[config.mk]
export PLATFORM = sky130hd
export DESIGN_NAME = irq_arbiter
export DESIGN_NICKNAME = d
export VERILOG_FILES = /design/src/rtl/irq_arbiter_pkg.sv /design/src/rtl/irq_pending_cell.sv /design/src/rtl/irq_arbiter.sv
export SDC_FILE = /design/constraint.sdc
export NUM_CORES = 1
export LEC_CHECK = 0
export ABC_AREA = 0
export CAP_MARGIN = 10
export CORE_MARGIN = 2
export CORE_UTILIZATION = 41
export CTS_CLUSTER_SIZE = 16
export DETAILED_ROUTE_END_ITERATION = 12
export PLACE_DENSITY = 0.84
export SLEW_MARGIN = 20
export SYNTH_ARGS = -nofsm -noshare
export SYNTH_HDL_FRONTEND = slang
export SYNTH_HIERARCHICAL = 1
export SYNTH_SLANG_ARGS = --single-unit
[constraint.sdc]
create_clock -name clk -period 4 [get_ports clk]
set_clock_uncertainty 0.15 [all_clocks]
set_input_delay 0.8 -clock clk [delete_from_list [all_inputs] [get_ports clk]]
set_output_delay 0.8 -clock clk [all_outputs]
set_load 0.01 [all_outputs]
[src/rtl/irq_arbiter_pkg.sv]
// irq_arbiter_pkg
//   Shared constants and helpers for the interrupt arbiter:
//   - FSM state encoding (IRQA_IDLE / IRQA_REQ / IRQA_SERVE)
//   - mcause codes: machine timer (source 0) and the base code for sources 1..N-1
//   - irq_cause_of(): maps a source index to its mcause value
package irq_arbiter_pkg;

  typedef enum logic [1:0] {
    IRQA_IDLE  = 2'd0,
    IRQA_REQ   = 2'd1,
    IRQA_SERVE = 2'd2
  } irqa_state_t;

  // Machine timer interrupt cause, shared with the rest of the core.
  localparam logic [31:0] CLOCK_INT_MCAUSE    = 32'h8000_0007;
  // Source k >= 1 reports EXT_INT_MCAUSE_BASE + (k-1).
  localparam logic [31:0] EXT_INT_MCAUSE_BASE = 32'h8000_0010;

  function automatic logic [31:0] irq_cause_of(input logic [31:0] id);
    if (id == 32'd0) begin
      return CLOCK_INT_MCAUSE;
    end
    return EXT_INT_MCAUSE_BASE + (id - 32'd1);
  endfunction

endpackage

[src/rtl/irq_pending_cell.sv]
// irq_pending_cell
//   One interrupt source: a single sampling stage, edge detector and the
//   pending flop.
// Ports:
//   clk       in   system clock
//   clr       in   synchronous active-high reset
//   src       in   raw (unregistered) interrupt line
//   edge_mode in   1 = rising-edge triggered, 0 = level (static)
//   clr_pend  in   acknowledge for this source (edge mode only)
//   pending   out  registered pending bit
module irq_pending_cell (
  input  logic clk,
  input  logic clr,
  input  logic src,
  input  logic edge_mode,
  input  logic clr_pend,
  output logic pending
);

  logic s_q;
  logic s_qq;
  logic rise;

  assign rise = s_q & ~s_qq;

  always_ff @(posedge clk) begin
    if (clr) begin
      s_q     <= 1'b0;
      s_qq    <= 1'b0;
      pending <= 1'b0;
    end else begin
      s_q  <= src;
      s_qq <= s_q;
      if (edge_mode) begin
        // A new edge in the same cycle as the acknowledge must not be lost,
        // so the set term dominates the clear.
        pending <= rise | (pending & ~clr_pend);
      end else begin
        // Level sources follow the line; the handler clears the device.
        pending <= s_q;
      end
    end
  end

endmodule

[src/rtl/irq_arbiter.sv]
// irq_arbiter
//   Latches up to N_SRC interrupt sources, masks them with per-source and
//   global enables, and presents a single fixed-priority (lowest index wins)
//   request to the interrupt manager. Only one handler is in service at a
//   time: no new request is raised until irq_done.
// Parameters:
//   N_SRC  number of sources (2..16), source 0 is the machine timer
//   ID_W   width of the source index, clog2(N_SRC)
// Ports:
//   clk, clr         clock, synchronous active-high reset
//   src_irq          raw source lines
//   src_edge         per-source mode, 1 = edge, 0 = level (static)
//   src_en           per-source enable (mie)
//   global_int_en    mstatus.MIE
//   irq_ack          request accepted (one-cycle pulse)
//   irq_done         MRET completed (one-cycle pulse)
//   irq_req          registered request
//   irq_id           requesting / in-service source index
//   irq_cause        mcause for irq_id (decoded from the registered id)
//   pending          unmasked pending bits
//   busy             handler in service
module irq_arbiter
  import irq_arbiter_pkg::*;
#(
  parameter int N_SRC = 4,
  parameter int ID_W  = 2
) (
  input  logic              clk,
  input  logic              clr,
  input  logic [N_SRC-1:0]  src_irq,
  input  logic [N_SRC-1:0]  src_edge,
  input  logic [N_SRC-1:0]  src_en,
  input  logic              global_int_en,
  input  logic              irq_ack,
  input  logic              irq_done,
  output logic              irq_req,
  output logic [ID_W-1:0]   irq_id,
  output logic [31:0]       irq_cause,
  output logic [N_SRC-1:0]  pending,
  output logic              busy
);

  irqa_state_t      state;
  logic [N_SRC-1:0] eligible;
  logic [N_SRC-1:0] clr_pend;
  logic             any_eligible;
  logic [ID_W-1:0]  win_id;
  logic             ack_taken;

  // Acknowledge only means something while a request is outstanding.
  assign ack_taken = irq_ack && (state == IRQA_REQ);

  for (genvar i = 0; i < N_SRC; i++) begin : g_src
    assign clr_pend[i] = ack_taken && (irq_id == ID_W'(i));

    irq_pending_cell u_cell (
      .clk       (clk),
      .clr       (clr),
      .src       (src_irq[i]),
      .edge_mode (src_edge[i]),
      .clr_pend  (clr_pend[i]),
      .pending   (pending[i])
    );
  end

  assign eligible     = pending & src_en & {N_SRC{global_int_en}};
  assign any_eligible = |eligible;

  // Fixed priority: scanning downwards leaves the lowest eligible index.
  always_comb begin
    win_id = '0;
    for (int i = N_SRC - 1; i >= 0; i--) begin
      if (eligible[i]) begin
        win_id = ID_W'(i);
      end
    end
  end

  always_ff @(posedge clk) begin
    if (clr) begin
      state   <= IRQA_IDLE;
      irq_req <= 1'b0;
      busy    <= 1'b0;
      irq_id  <= '0;
    end else begin
      case (state)
        IRQA_IDLE: begin
          if (any_eligible) begin
            irq_id  <= win_id;
            irq_req <= 1'b1;
            state   <= IRQA_REQ;
          end
        end
        IRQA_REQ: begin
          // irq_id stays frozen; a higher-priority arrival does not preempt.
          // The ack takes precedence over a simultaneous withdrawal.
          if (irq_ack) begin
            irq_req <= 1'b0;
            busy    <= 1'b1;
            state   <= IRQA_SERVE;
          end else if (!eligible[irq_id]) begin
            irq_req <= 1'b0;
            state   <= IRQA_IDLE;
          end
        end
        IRQA_SERVE: begin
          if (irq_done) begin
            busy  <= 1'b0;
            state <= IRQA_IDLE;
          end
        end
        default: begin
          state   <= IRQA_IDLE;
          irq_req <= 1'b0;
          busy    <= 1'b0;
        end
      endcase
    end
  end

  assign irq_cause = irq_cause_of(32'(irq_id));

endmodule
# ---- Word-level counts from Yosys, hierarchy flattened
# Index checks and enable logic that the tools add are counted.
dict set report classes {
  mul 0
  eq_ne 9
  div 0
  n_mux 25
  reduce_logical 12
  n_addsub 2
  bitwise 24
  shifts 0
  order_cmp 1
}
# cell count
set ops {}
lappend ops {{$mux W32} 2}
lappend ops {{$add A32 B32 Y32 const A} 1}
lappend ops {{$mux W2} 8}
lappend ops {{$mux W1} 11}
lappend ops {{$not A1 Y1} 10}
lappend ops {{$reduce_and A3 Y1} 3}
lappend ops {{$and A1 B1 Y1} 8}
lappend ops {{$and A4 B4 Y4} 2}
lappend ops {{$eq A2 B2 Y1 const B} 3}
lappend ops {{$ne A2 B2 Y1 const B} 3}
lappend ops {{$pmux W1 S3} 2}
lappend ops {{$pmux W2 S3} 1}
lappend ops {{$logic_and A1 B1 Y1} 5}
lappend ops {{$eq A2 B1 Y1 const B} 2}
lappend ops {{$logic_not A2 Y1} 2}
lappend ops {{$or A1 B1 Y1} 4}
lappend ops {{$reduce_or A4 Y1} 1}
lappend ops {{$lt A2 B3 Y1 const B} 1}
lappend ops {{$ne A3 B3 Y1 const B} 1}
lappend ops {{$sub A2 B1 Y3 const B} 1}
lappend ops {{$bmux W1 S2} 1}
lappend ops {{$reduce_and A2 Y1} 1}
dict set report totals {
  in_bits 17
  output_inout_bits 40
  mem_bits_ro 0
  n_memories 0
  wordCells 89
  mem_bits_rw 0
  latch_bits 0
  regBits 18
}

# ---- Longest topological paths before layout
dict set report depth {
  word_depth 7
  mapped_depth 5
  mapped_depth_nobuf 5
}

# ---- Cells and area by module
# Netlist, hierarchy kept.
# module seq_area_each_um2 area_per_inst_um2 instances cells_each
set by_module_without_submodules {}
lappend by_module_without_submodules {irq_arbiter 120.1 663.1 1 81}
lappend by_module_without_submodules {irq_pending_cell 60.1 100.1 4 8}

# ---- Worst setup path before layout
# OpenSTA, ideal clock, no wires.
dict set report synth_path {
  kind {register -> output}
  from {register irq_id[0]}
  to {output port irq_cause[0]}
  path_buffers 0
  arrival_time_ps 1043
  path_slack_ps 2007
  required_time_ps 3050
  stages_incl_launch_ff 4
  path_cell_list {dfxtp_1 -> inv_2 -> ha_1 -> or2b_1}
}
dict set report synth_between {
  elab_chain_cells 3
  word_cells_on_any_way 5
  classes_between {add/sub: 2; mux: 2; reduce/logical: 1}
}
# item line
set synth_rtl {}
lappend synth_rtl {{start: declaration} irq_arbiter.sv:37} ;# output logic [ID_W-1:0] irq_id,
lappend synth_rtl {{start signal: assignment} irq_arbiter.sv:89} ;# irq_id <= win_id;
lappend synth_rtl {{$sub A2 B1 Y3 or $logic_not A2 Y1 (tied branches)} {irq_arbiter_pkg.sv:23, irq_arbiter_pkg.sv:20}}
lappend synth_rtl {{$add A32 B32 Y32 or $mux W1 (tied branches)} {irq_arbiter_pkg.sv:23, irq_arbiter_pkg.sv:20}}
lappend synth_rtl {{$mux W32 (*)} irq_arbiter_pkg.sv:23} ;# return EXT_INT_MCAUSE_BASE + (id - 32'd1);
lappend synth_rtl {{end: declaration} irq_arbiter.sv:38} ;# output logic [31:0] irq_cause,
# Every way passes the cells marked *; elsewhere a longest branch is shown, timed or not.

# ---- Final worst setup path
# Same ends and word-level chain as after synthesis.

==> impl_metrics.json <==
{
  "status": "finished, final reports clean",
  "diodes": 0,
  "die_x_um": 54.93,
  "synth-xor-area-share": 0,
  "dr.pass1.iters": 4,
  "worst_setup_path_end_kind": "primary output",
  "netlist.area_leader.share": 0.3388,
  "start_kind": "flip-flop",
  "root_buffer": "clkbuf_4",
  "synthMostInstantiatedCell": "buf_4",
  "grt_pass1_vias": 743,
  "critPathKind": "reg -> out",
  "cp_slowest_cell": "clkdlybuf4s50_1",
  "min_path_type": "reg -> reg",
  "rows": 18,
  "antenna_left": 0,
  "synth_edf_count": 0,
  "cp_max_fo": 6,
  "synth_warnings": 6,
  "ys_seq_elements": 18,
  "dpl-instance-area_mm2": 0.001269,
  "synth_common_cells": "buf_4, dfxtp_1, nand2_1",
  "p_per_area_mw_per_mm2": 289.2,
  "cp_num_buf_inv": 2,
  "dieArea_mm2": 0.003017,
  "ys_seq_area_frac": 0.3388,
  "grt_max_degree": 20,
  "setup_violations": 0,
  "finalPower_uw": 377.4,
  "grt_use_total": 0.1470,
  "p_leak_uw": 0.0006002,
  "synthCells": 113,
  "arrival_ps": 1820,
  "place.port_buffers": 28,
  "die_h_um": 54.93,
  "setup_slack_ps": 1233,
  "hpwlAfterDp_um": 1492,
  "cts_setup_buffers": 0,
  "ff2ff_setup_slack_ps": 2410,
  "maxSlewViolCount": 0,
  "final_area_mm2": 0.001305,
  "cts.sinks": 18,
  "synth_top_family_by_area": "simple AND/OR/NAND/NOR gates",
  "nets": 166,
  "start_util": 0.4293,
  "synthSimpleGateAreaFrac": 0.2529,
  "totalWireLength_um": 1896,
  "syn_to_final_growth_pct": 22.71,
  "required_ps": 3050,
  "slew_headroom": 0.6592,
  "clk_latency_ps": 300,
  "synth.avg_cell_area_um2": 9.412,
  "yosys-top-cells-area": "dfxtp_1, buf_4, ha_1, and4bb_1, and2b_2",
  "fmax_ghz": 0.3614,
  "ys_types": 29,
  "drive_gt1_frac": 0.07692,
  "synth_top_cell_by_area": "dfxtp_1",
  "synth_compound_area_frac": 0.1059,
  "slowest_delay_ps": 490,
  "rsz0062_at_grt": "false",
  "critPathLaunch": "irq_id[0]",
  "synth-adder-area-share": 0.05882,
  "viasPerCell": 4.618,
  "period_minus_slack_ps": 2767,
  "period_share": 0.6918,
  "top_level_ports": 57,
  "drt_iter0_markers": 7,
  "clockBufferDepth": 2,
  "tns_ps": 0,
  "critPathTopFamily": "buffers and inverters",
  "async_flop_share": 0,
  "core_mm2": 0.002477,
  "wl_per_cell_um": 10.96,
  "worstHoldStart": "g_src[2].u_cell/s_q",
  "clk_pin_slew_ps": 90,
  "synth_mux_area_frac": 0.02118,
  "antenna_found_initial": 0,
  "grt_first_pass_wirelength_um": 3132,
  "syn-cell-area_mm2": 0.001064,
  "rr_startpoint": "irq_id[0]",
  "place_congestion": 0.8015,
  "ys.flop_type": "dfxtp_1",
  "tritoncts": "done",
  "grt_overflow": 0,
  "worst_slew_pin_slew_ps": 509.6,
  "vdd.ir_drop.worst_mv": 0.2276,
  "hold_violations": 0,
  "pre_cts_slack_ps": 1422,
  "drv_cap": 0,
  "cts-resized-gates": 0,
  "htreeDepth": 1,
  "crit_chain": "inv_2 > ha_1 > or2b_1 > clkdlybuf4s50_1",
  "numCtsBuffers": 3,
  "drc": 0,
  "vias": 799,
  "cts_hold_buf": 0
}
## metal layers
layer	GRT usage	vias to the layer above	part of all wire
met5	0	-	0
met4	0.08537	0	0.027
met3	0.04032	7	0.099
met2	0.2520	52	0.47
met1	0.1619	352	0.41
li1	-	388	-
## placed cells by master, fill, tap and decap left out, drive strengths merged, types with 5 or more instances in the layout
cell | synthesis | routed
nand2 | 9 | 9
conb | 2 | 28
ha | 5 | 5
and2b | 8 | 8
dfxtp | 18 | 18
inv | 5 | 5
nor2 | 5 | 5
clkdlybuf4s50 | 0 | 28
## sequential cells by signal (all words and copies together) (netlist names)
signal / flops
busy: 1
state: 2
g_src.u_cell/pending: 4
g_src.u_cell/s_q: 4
irq_id: 2
g_src.u_cell/s_qq: 4
irq_req: 1
## area by class of cell
class / count / area, µm²
Sequential cell: 18 / 360.3
Inverter: 5 / 18.77
Tap cell: 30 / 37.54
Multi-Input combinational cell: 88 / 571.8
Timing Repair Buffer: 28 / 280.3
Fill cell: 223 / 1172
Clock buffer: 4 / 36.28
## where the power goes
part	leakage (µW)	total (µW)	switching, µW	internal (µW)
Sequential	0.000148	195	6.75	188
Combinational	0.000431	71.6	33.6	38.0
Clock	0.0000210	111	55.5	55.6
## logic make-up after synthesis
| family | Yosys count |
|---|---|
| AO/OA/AOI/OAI | 15 |
| adder cells (fa/ha/maj) | 5 |
| other | 2 |
| multiplexers | 1 |
| buffers and inverters | 33 |
| flip-flops | 18 |
| AND/OR/NAND/NOR | 39 |
## stage by stage
stage,std cells,hold WS [ps],utilization
after floorplan,139,283.0,-
after global placement,169,289.7,0.5121
after detailed placement,169,294.7,0.5121
after CTS,173,320.1,0.5268
after global routing,173,344.7,0.5268
final,173,313.3,0.5268
## final timing paths
| check | end | cells past startpoint |
|---|---|---|
| hold / removal | g_src[2].u_cell/s_qq | 1 |
| setup reg to reg | irq_req | 4 |
| hold reg to reg | g_src[2].u_cell/s_qq | 1 |
| setup / recovery | irq_cause[0] | 4 |
Note: power is estimated with default switching activity, not from simulation.
